`config.mk`:
```
export PLATFORM = sky130hd
export DESIGN_NAME = seqgen_param_flat
export DESIGN_NICKNAME = d
export VERILOG_FILES = /design/src/rtl/seqgen_pkg.sv /design/src/rtl/seqgen_if.sv /design/src/rtl/seqgen_index.sv /design/src/rtl/seqgen_param.sv /design/src/flat_wrapper.sv
export SDC_FILE = /design/constraint.sdc
export NUM_CORES = 1
export LEC_CHECK = 0
export BUFFER_PORTS_ARGS = -buffer_cell sky130_fd_sc_hd__buf_2
export CORE_UTILIZATION = 40
export CTS_CLUSTER_SIZE = 14
export DETAILED_ROUTE_END_ITERATION = 16
export PLACE_DENSITY_LB_ADDON = 0.05
export SKIP_LAST_GASP = 1
export SLEW_MARGIN = 20
export SYNTH_ARGS = -nofsm -noshare
export SYNTH_HDL_FRONTEND = slang
export SYNTH_SLANG_ARGS = --single-unit
```
`constraint.sdc`:
```
create_clock -name clk -period 2.8 [get_ports clk]
set_input_delay 0.28 -clock clk [delete_from_list [all_inputs] [get_ports clk]]
set_output_delay 0.28 -clock clk [all_outputs]
set_load 0.05 [all_outputs]
```
`src/rtl/seqgen_pkg.sv`:
```
// Shared types and helpers for the seqgen_param serial sequence generator.
package seqgen_pkg;

  typedef enum logic {
    IDLE = 1'b0,
    RUN  = 1'b1
  } state_t;

  localparam logic MODE_LOOP    = 1'b0;
  localparam logic MODE_ONESHOT = 1'b1;

  // A length of zero or anything beyond the pattern width means "use the whole pattern".
  function automatic int clamp_len(input int len, input int w);
    return (len == 0 || len > w) ? w : len;
  endfunction

endpackage

```
`src/rtl/seqgen_if.sv`:
```
// Control/serial-output bundle between a register-side controller and seqgen_param.
interface seqgen_if #(
  parameter int W  = 8,
  parameter int LW = $clog2(W+1)
) ();

  logic          load;
  logic [W-1:0]  pat_in;
  logic [LW-1:0] len_in;
  logic          start;
  logic          stop;
  logic          mode;
  logic          msb_first;

  logic          ds;
  logic          ds_valid;
  logic [LW-1:0] idx;
  logic          busy;
  logic          wrap;
  logic          done;

  modport master (
    output load, pat_in, len_in, start, stop, mode, msb_first,
    input  ds, ds_valid, idx, busy, wrap, done
  );

  modport slave (
    input  load, pat_in, len_in, start, stop, mode, msb_first,
    output ds, ds_valid, idx, busy, wrap, done
  );

endinterface

```
`src/rtl/seqgen_index.sv`:
```
// Up/down pattern index counter: loads the first index of a pass, detects the last one,
// and restarts from the first index when advanced past it.
module seqgen_index #(
  parameter int W  = 8,
  parameter int LW = $clog2(W+1)
) (
  input  logic          clk,
  input  logic          clrn,
  input  logic          clr,
  input  logic          init,
  input  logic          adv,
  input  logic          dn,
  input  logic [LW-1:0] len_cur,
  input  logic [LW-1:0] len_nxt,
  output logic [LW-1:0] idx,
  output logic [LW-1:0] idx_nxt,
  output logic          last,
  output logic          last_nxt
);

  logic [LW-1:0] first;

  // len_cur governs the pass on display; len_nxt may differ when a new length lands at a boundary.
  always_comb begin
    first    = dn ? (len_nxt - LW'(1)) : '0;
    last     = dn ? (idx == '0) : (idx == len_cur - LW'(1));
    idx_nxt  = idx;
    if (clr)
      idx_nxt = '0;
    else if (init || (adv && last))
      idx_nxt = first;
    else if (adv)
      idx_nxt = dn ? (idx - LW'(1)) : (idx + LW'(1));
    last_nxt = dn ? (idx_nxt == '0) : (idx_nxt == len_nxt - LW'(1));
  end

  always_ff @(posedge clk) begin
    if (!clrn) idx <= '0;
    else       idx <= idx_nxt;
  end

endmodule

```
`src/rtl/seqgen_param.sv`:
```
// Serial sequence generator: emits an L-bit prefix of a W-bit pattern, one bit per clock.
// Define SEQGEN_SHADOW_EN to let loads during a run be staged and applied at the next pass boundary.
module seqgen_param
  import seqgen_pkg::*;
#(
  parameter int W  = 8,
  parameter int LW = $clog2(W+1)
) (
  input logic     clk,
  input logic     clrn,
  seqgen_if.slave bus
);

  state_t        state, state_nxt;
  logic [W-1:0]  pat_reg, pat_nxt;
  logic [LW-1:0] len_reg, len_nxt, len_in_c;
  logic          mode_q, mode_nxt;
  logic          order_q, order_nxt;
  logic          clr, init, adv, dn;
  logic [LW-1:0] idx_q, idx_nxt;
  logic          last, last_nxt;
  logic          run_nxt;
  logic [W-1:0]  pat_sh;

`ifdef SEQGEN_SHADOW_EN
  logic [W-1:0]  sh_pat, sh_pat_nxt;
  logic [LW-1:0] sh_len, sh_len_nxt;
  logic          pend, pend_nxt;
  logic          apply;
`endif

  always_comb begin
    len_in_c  = LW'(clamp_len(int'(bus.len_in), W));
    state_nxt = state;
    pat_nxt   = pat_reg;
    len_nxt   = len_reg;
    mode_nxt  = mode_q;
    order_nxt = order_q;
    clr       = 1'b0;
    init      = 1'b0;
    adv       = 1'b0;
`ifdef SEQGEN_SHADOW_EN
    sh_pat_nxt = sh_pat;
    sh_len_nxt = sh_len;
    pend_nxt   = pend;
    apply      = 1'b0;
`endif
    case (state)
      IDLE: begin
        if (bus.load) begin
          pat_nxt = bus.pat_in;
          len_nxt = len_in_c;
        end
        if (bus.start && !bus.stop) begin
          state_nxt = RUN;
          init      = 1'b1;
          mode_nxt  = bus.mode;
          order_nxt = bus.msb_first;
        end
      end
      RUN: begin
`ifdef SEQGEN_SHADOW_EN
        if (bus.load) begin
          sh_pat_nxt = bus.pat_in;
          sh_len_nxt = len_in_c;
          pend_nxt   = 1'b1;
        end
`endif
        if (bus.stop) begin
          state_nxt = IDLE;
          clr       = 1'b1;
`ifdef SEQGEN_SHADOW_EN
          apply     = 1'b1;
`endif
        end else if (last) begin
`ifdef SEQGEN_SHADOW_EN
          apply = 1'b1;
`endif
          if (mode_q == MODE_ONESHOT) begin
            state_nxt = IDLE;
            clr       = 1'b1;
          end else begin
            adv = 1'b1;
          end
        end else begin
          adv = 1'b1;
        end
`ifdef SEQGEN_SHADOW_EN
        // A load in the boundary cycle itself goes straight into the next pass.
        if (apply && pend_nxt) begin
          pat_nxt  = sh_pat_nxt;
          len_nxt  = sh_len_nxt;
          pend_nxt = 1'b0;
        end
`endif
      end
      default: state_nxt = IDLE;
    endcase
    dn      = (state == IDLE) ? bus.msb_first : order_q;
    run_nxt = (state_nxt == RUN);
  end

  seqgen_index #(.W(W), .LW(LW)) u_index (
    .clk      (clk),
    .clrn     (clrn),
    .clr      (clr),
    .init     (init),
    .adv      (adv),
    .dn       (dn),
    .len_cur  (len_reg),
    .len_nxt  (len_nxt),
    .idx      (idx_q),
    .idx_nxt  (idx_nxt),
    .last     (last),
    .last_nxt (last_nxt)
  );

  assign pat_sh  = pat_nxt >> idx_nxt;
  assign bus.idx = idx_q;

  always_ff @(posedge clk) begin
    if (!clrn) begin
      state        <= IDLE;
      pat_reg      <= '0;
      len_reg      <= LW'(W);
      mode_q       <= MODE_LOOP;
      order_q      <= 1'b0;
      bus.ds       <= 1'b0;
      bus.ds_valid <= 1'b0;
      bus.busy     <= 1'b0;
      bus.wrap     <= 1'b0;
      bus.done     <= 1'b0;
    end else begin
      state        <= state_nxt;
      pat_reg      <= pat_nxt;
      len_reg      <= len_nxt;
      mode_q       <= mode_nxt;
      order_q      <= order_nxt;
      bus.ds       <= run_nxt & pat_sh[0];
      bus.ds_valid <= run_nxt;
      bus.busy     <= run_nxt;
      bus.wrap     <= run_nxt & last_nxt;
      bus.done     <= run_nxt & last_nxt & (mode_nxt == MODE_ONESHOT);
    end
  end

`ifdef SEQGEN_SHADOW_EN
  always_ff @(posedge clk) begin
    if (!clrn) begin
      sh_pat <= '0;
      sh_len <= LW'(W);
      pend   <= 1'b0;
    end else begin
      sh_pat <= sh_pat_nxt;
      sh_len <= sh_len_nxt;
      pend   <= pend_nxt;
    end
  end
`endif

endmodule

```
`src/flat_wrapper.sv`:
```
// flat-port wrapper written by rule: the top's interface ports become plain ports
module seqgen_param_flat import seqgen_pkg::*;
#(
  parameter int W  = 8,
  parameter int LW = $clog2(W+1)
)
  (clk, clrn, bus_load, bus_pat_in, bus_len_in, bus_start, bus_stop, bus_mode, bus_msb_first, bus_ds, bus_ds_valid, bus_idx, bus_busy, bus_wrap, bus_done);
  seqgen_if #(.W(W), .LW(LW)) bus_i ();
  input logic clk;
  input logic clrn;
  input wire logic [$bits(bus_i.load)-1:0] bus_load;
  input wire logic [$bits(bus_i.pat_in)-1:0] bus_pat_in;
  input wire logic [$bits(bus_i.len_in)-1:0] bus_len_in;
  input wire logic [$bits(bus_i.start)-1:0] bus_start;
  input wire logic [$bits(bus_i.stop)-1:0] bus_stop;
  input wire logic [$bits(bus_i.mode)-1:0] bus_mode;
  input wire logic [$bits(bus_i.msb_first)-1:0] bus_msb_first;
  output wire logic [$bits(bus_i.ds)-1:0] bus_ds;
  output wire logic [$bits(bus_i.ds_valid)-1:0] bus_ds_valid;
  output wire logic [$bits(bus_i.idx)-1:0] bus_idx;
  output wire logic [$bits(bus_i.busy)-1:0] bus_busy;
  output wire logic [$bits(bus_i.wrap)-1:0] bus_wrap;
  output wire logic [$bits(bus_i.done)-1:0] bus_done;
  assign bus_i.load = bus_load;
  assign bus_i.pat_in = bus_pat_in;
  assign bus_i.len_in = bus_len_in;
  assign bus_i.start = bus_start;
  assign bus_i.stop = bus_stop;
  assign bus_i.mode = bus_mode;
  assign bus_i.msb_first = bus_msb_first;
  assign bus_ds = bus_i.ds;
  assign bus_ds_valid = bus_i.ds_valid;
  assign bus_idx = bus_i.idx;
  assign bus_busy = bus_i.busy;
  assign bus_wrap = bus_i.wrap;
  assign bus_done = bus_i.done;
  seqgen_param #(.W(W), .LW(LW)) u_core (.clk(clk), .clrn(clrn), .bus(bus_i));
endmodule
```
# Word level (Yosys, flattened, before mapping)

Cells that the tools add are included.

Output and inout bits: 9
Input port bits: 19
Bits in registers: 22
Logic and storage cells: 56

$lt $le $gt $ge: 1
Shifts and indexed selects: 1
Equal/unequal tests: 2
Add/subtract/negate cells: 4
Reductions and logical operators: 9
Muxes and demuxes: 26
Bitwise logic cells: 4

Operator list:

| kind                | number |
|---|---|
| $mux 4              | 8 |
| $mux 8              | 2 |
| $mux 1              | 15 |
| $logic_not 4->1     | 3 |
| $sub 4x1->4 const B | 3 |
| $eq 4x4->1          | 2 |
| $shr 8x4->1         | 1 |
| $add 4x1->4 const B | 1 |
| $gt 4x4->1 const B  | 1 |
| $and 1x1->1         | 3 |
| $logic_and 1x1->1   | 2 |
| $logic_or 1x1->1    | 2 |
| $pmux 1 s2          | 1 |
| $reduce_and 2->1    | 1 |
| $logic_not 1->1     | 1 |
| $not 1->1           | 1 |

# Depth between registers and ports, before layout

Word-level depth: 14
Depth in mapped cells: 11
Gate-level depth less buffers: 11

# Cells and area by module

A second synthesis with hierarchy kept.

Cell total of the unflattened synthesis: 176
Area total of the unflattened synthesis: 1545.2 sq um

Modules (own cells, without submodules):

| module       | seq. area each (sq um) | area each (sq um) | cells an instance | instances |
|---|---|---|---|---|
| seqgen_param | 360.3                  | 849.6             | 90                | 1 |
| seqgen_index | 80.1                   | 695.7             | 86                | 1 |

# Worst setup path after synthesis

OpenSTA, ideal clock, no wires.

Path kind: register to register
From: register, netlist name u_core.bus.ds_valid
To: register u_core.bus.done
Clock period less this slack: 2994 ps
Buffers on the path: 0
Setup slack: -194 ps
Cell stages (with the launch flop): 12
Setup time: 127 ps
Arrival: 2867 ps
Path through: dfxtp_1 mux2i_4 inv_4 ha_1 a21o_1 a21oi_1 xnor2_1 o21a_1 nor3_1 and4b_1 a311oi_2 nor3_1

RTL lines:

| element              | RTL line            | text |
|---|---|---|
| end signal, assigned | seqgen_param.sv:143 | `bus.done <= run_nxt & last_nxt & (mode_nxt == MODE_ONESHOT);` |
| end, declared        | seqgen_if.sv:29     | `output ds, ds_valid, idx, busy, wrap, done` |

# Worst setup path after layout

From: register u_core.len_reg[0]
To: register u_core.bus.done

Longest elaborated chain between the ends: 14
Elaborated cells between the ends (all ways): 24

Ends and longest elaborated chain:

| element                                       | RTL line            | text |
|---|---|---|
| start, declared                               | seqgen_param.sv:16  | `logic [LW-1:0] len_reg, len_nxt, len_in_c;` |
| start signal, assigned                        | seqgen_param.sv:125 | `len_reg <= LW'(W);` |
| start signal, assigned                        | seqgen_param.sv:136 | `len_reg <= len_nxt;` |
| $sub 4x1->4                                   | seqgen_index.sv:26  | `last = dn ? (idx == '0) : (idx == len_cur - LW'(1));` |
| $eq 4x4->1                                    | seqgen_index.sv:26  |  |
| $mux 1                                        | seqgen_index.sv:26  |  |
| $mux 1                                        | seqgen_param.sv:75  | `end else if (last) begin` |
| $mux 1                                        | seqgen_param.sv:69  | `if (bus.stop) begin` |
| $mux 1                                        | seqgen_param.sv:48  | `case (state)` |
| $logic_and 1x1->1                             | seqgen_index.sv:30  | `else if (init \|\| (adv && last))` |
| $logic_or 1x1->1                              | seqgen_index.sv:30  |  |
| $mux 4                                        | seqgen_index.sv:30  |  |
| $mux 4                                        | seqgen_index.sv:28  | `if (clr)` |
| $eq 4x4->1 or $logic_not 4->1 (tied branches) | seqgen_index.sv:34  | `last_nxt = dn ? (idx_nxt == '0) : (idx_nxt == len_nxt - LW'(1));` |
| $mux 1                                        | seqgen_index.sv:34  |  |
| $and 1x1->1 * (2 in a row)                    | seqgen_param.sv:143 |  |

Every way passes the cells marked *; elsewhere a longest branch is shown, timed or not.
A chain may end at the register's enable or synchronous reset.

==> flow_metrics.py <==
metrics = {
    "outcome": {
        "outcome": "completed",
    },
    "route": {
        "post_drt_wl_per_cell_microns": 14.43,
        "wl_microns": 3694,
        "firstDrtPassIters": 4,
        "vias": 1427,
        "drtIter0Drc": 57,
        "drtAntennaViolNets": 0,
        "drc": 0,
        "routed_via_density": 5.574,
    },
    "worst_setup_path": {
        "crit_required_ns": 2.95,
        "critPathCaptureType": "flop",
        "crit_arrival_ns": 2.77,
        "reg2reg_slack_ns": 0.18,
        "cp_max_fo": 5,
        "path_class": "reg -> reg",
        "start_kind": "flop",
    },
    "power_and_ir_drop": {
        "p_comb_frac": 0.319,
        "p_leak_nw": 0.7938,
        "p_seq_frac": 0.367,
        "intPower_w": 0.0006525,
        "pwr-share-clk": 0.314,
        "p_switching_w": 0.0003036,
        "pwr_density_cell_nw_per_um2": 514.6,
        "ir_drop_mv": 0.3056,
        "swShare": 0.3175,
    },
    "clock_network": {
        "htree_levels": 1,
        "root_buffer": "clkbuf_8",
        "path_clk_slew_ns": 0.08,
        "clockBufferDepth": 2,
        "clk_latency_ns": 0.26,
        "cts_tree": "done",
        "clock_sinks": 22,
        "cts_buffers": 3,
    },
    "floorplan": {
        "die-area_sq_um": 4016,
        "row_count": 21,
        "die_h_microns": 63.37,
        "coreArea_sq_um": 3468,
        "floorplan.initialDensity": 0.4343,
        "ioPinCount": 28,
        "die_x_microns": 63.37,
    },
    "synthesis": {
        "synth_area_sq_um": 1506,
        "async_flop_share": 0,
        "synth_cell_types": 54,
        "synthCells": 170,
        "synth_nets": 194,
        "synth-seq-cells": 22,
        "syn_area_per_cell_sq_um": 8.861,
        "synth_ff_type": "dfxtp_1",
        "seq_area_frac_synth": 0.2924,
        "synth-edff-count": 0,
        "ys.warnings.count": 0,
    },
    "sta": {
        "rsz0062_at_grt": "no",
        "hold_violations": 0,
        "timing.final.ws_setup_ns": 0.1792,
        "fmax_mhz": 381.6,
        "final_max_slew_viol_count": 0,
        "clock_skew_ns": 0.0008804,
        "tightest_slew_ns": 0.4377,
        "period_share": 0.9360,
        "finalSetupViolations": 0,
        "relSlewSlack": 0.7055,
        "setup_tns_ns": 0,
        "min_period_ns": 2.621,
    },
    "grt": {
        "track_usage": 0.1966,
        "grt_pass1_vias": 1373,
        "grt_max_degree": 19,
        "antenna_found_initial": 0,
        "overflow": 0,
        "grt_pass1_wl_microns": 6210,
    },
    "placed_design": {
        "place_ws_ns": 0.01159,
        "place.gp.congestion": 0.9061,
        "dp_hpwl_microns": 2863,
        "port_buffers": 27,
        "dpl.cell_count": 247,
        "dpl_cell_area_sq_um": 1744,
    },
    "finish": {
        "area_delta_synth_final_pct": 23.34,
        "fillers": 357,
        "insertedDiodeCount": 0,
        "drive_above_1_share": 0.3190,
        "nets": 235,
        "design_area_sq_um": 1858,
        "largest_reg_flops": 8,
        "fin_cells": 256,
        "final_core_util": 0.5357,
    },
    "job": {
        "maxCapViolations": 0,
    },
    "hold_path": {
        "hold_class": "in -> reg",
    },
}
-- cell usage in the layout (no fill, tap or decap), types with 2 or more instances in the layout --
cell      count
a211oi_1      4
a21oi_1      19
buf_2        27
buf_4        14
clkbuf_8      3
dfxtp_1      20
dfxtp_2       2
ha_1          4
inv_1         7
mux2i_1       2
mux4_2        2
nand2_1      28
nand2_2       2
nand3_2       2
nor2_1       13
nor3_1        4
nor4_1        2
nor4bb_1      3
o211ai_1      2
o21ai_1       4
or3_1         3
xnor2_1       6
xnor2_2       2
xor2_1        2
-- worst paths after layout --
kind | startpoint | endpoint | depth (start not counted)
hold reg to reg | u_core.pat_reg[4] | u_core.pat_reg[4] | 2
setup reg to reg | u_core.len_reg[0] | u_core.bus.done | 11
setup / recovery | u_core.len_reg[0] | u_core.bus.done | 11
hold / removal | clrn | u_core.len_reg[3] | 2
-- cell type report --
class                           instances  area (sq um)  share of cell area
Tap cell                               46         57.56             0.03098
Sequential cell                        22         442.9              0.2384
Clock buffer                            3         41.29             0.02222
Inverter                                9         36.28             0.01953
Multi-Input combinational cell        134          1010              0.5434
Timing Repair Buffer                   41         240.2              0.1293
Clock inverter                          1         30.03             0.01616
-- layer usage --
layer  share of wire  GRT usage  vias to the layer above
li1                -          -                      693
met1            0.44     0.2455                      678
met2            0.48     0.3404                       48
met3           0.052    0.02899                        8
met4           0.028    0.06818                        0
met5               0          0                        -
-- cell families (layout without fill, tap and decap cells) --
group	count (synthesis)	count (layout)	synth area share
xor+xnor	11	11	0.08306
simple gates	67	67	0.2292
buf+inv	14	54	0.03987
fa+ha+maj	5	5	0.04651
mux	7	7	0.08223
flops	22	22	0.2924
compound gates	44	44	0.2268
-- what timing repair did --
action / in CTS / in global routing
resized for setup: 0 / 2
hold buffers: 0 / 0
endpoints found under the setup margin: 1 / 3
pin swaps: 1 / 3
buffers inserted: 0 / 5
-- worst max-delay path, stage by stage, from the launching register on --
cell and delay (ns):
dfxtp_2 0.37, inv_1 0.07, ha_1 0.30, xor2_1 0.16
nand3_2 0.16, o311ai_4 0.39, buf_4 0.20, nor3_1 0.07
nor3_1 0.19, and4b_1 0.22, a311oi_2 0.29, nor3_1 0.09
-- cell usage after synthesis (all sizes together) (2+ instances only) --
cell type,number,share of area
mux2i,4,0.035
nand3,3,0.017
dfxtp,22,0.29
o211ai,2,0.010
nor3,5,0.020
xor2,2,0.012
nor4bb,3,0.020
nor3b,2,0.013
a211oi,4,0.020
mux4,3,0.047
o21ai,6,0.022
a31oi,2,0.022
a21oi,19,0.063
nor4,2,0.0083
or3,3,0.012
buf,2,0.0083
ha,4,0.033
inv,8,0.022
nor2,13,0.032
clkbuf,3,0.0075
nand2,30,0.078
xnor2,8,0.056
-- metrics by stage --
stage          hold slack [ns]  total power (W)
2_1_floorplan           0.3419        0.0005710
5_1_grt                 0.1891         0.001007
3_5_place_dp            0.4482        0.0006519
3_3_place_gp            0.4375        0.0006458
6_report                0.1815        0.0009561
4_1_cts                 0.1756        0.0009507
-- power groups by stage --
stage          registers (W)  clock network, W  logic, W
2_1_floorplan       0.000377                 0  0.000194
3_3_place_gp        0.000357                 0  0.000288
3_5_place_dp        0.000358                 0  0.000294
4_1_cts             0.000351          0.000306  0.000294
5_1_grt             0.000353          0.000320  0.000334
6_report            0.000351          0.000300  0.000305
Power figures use the tool's default switching activity.
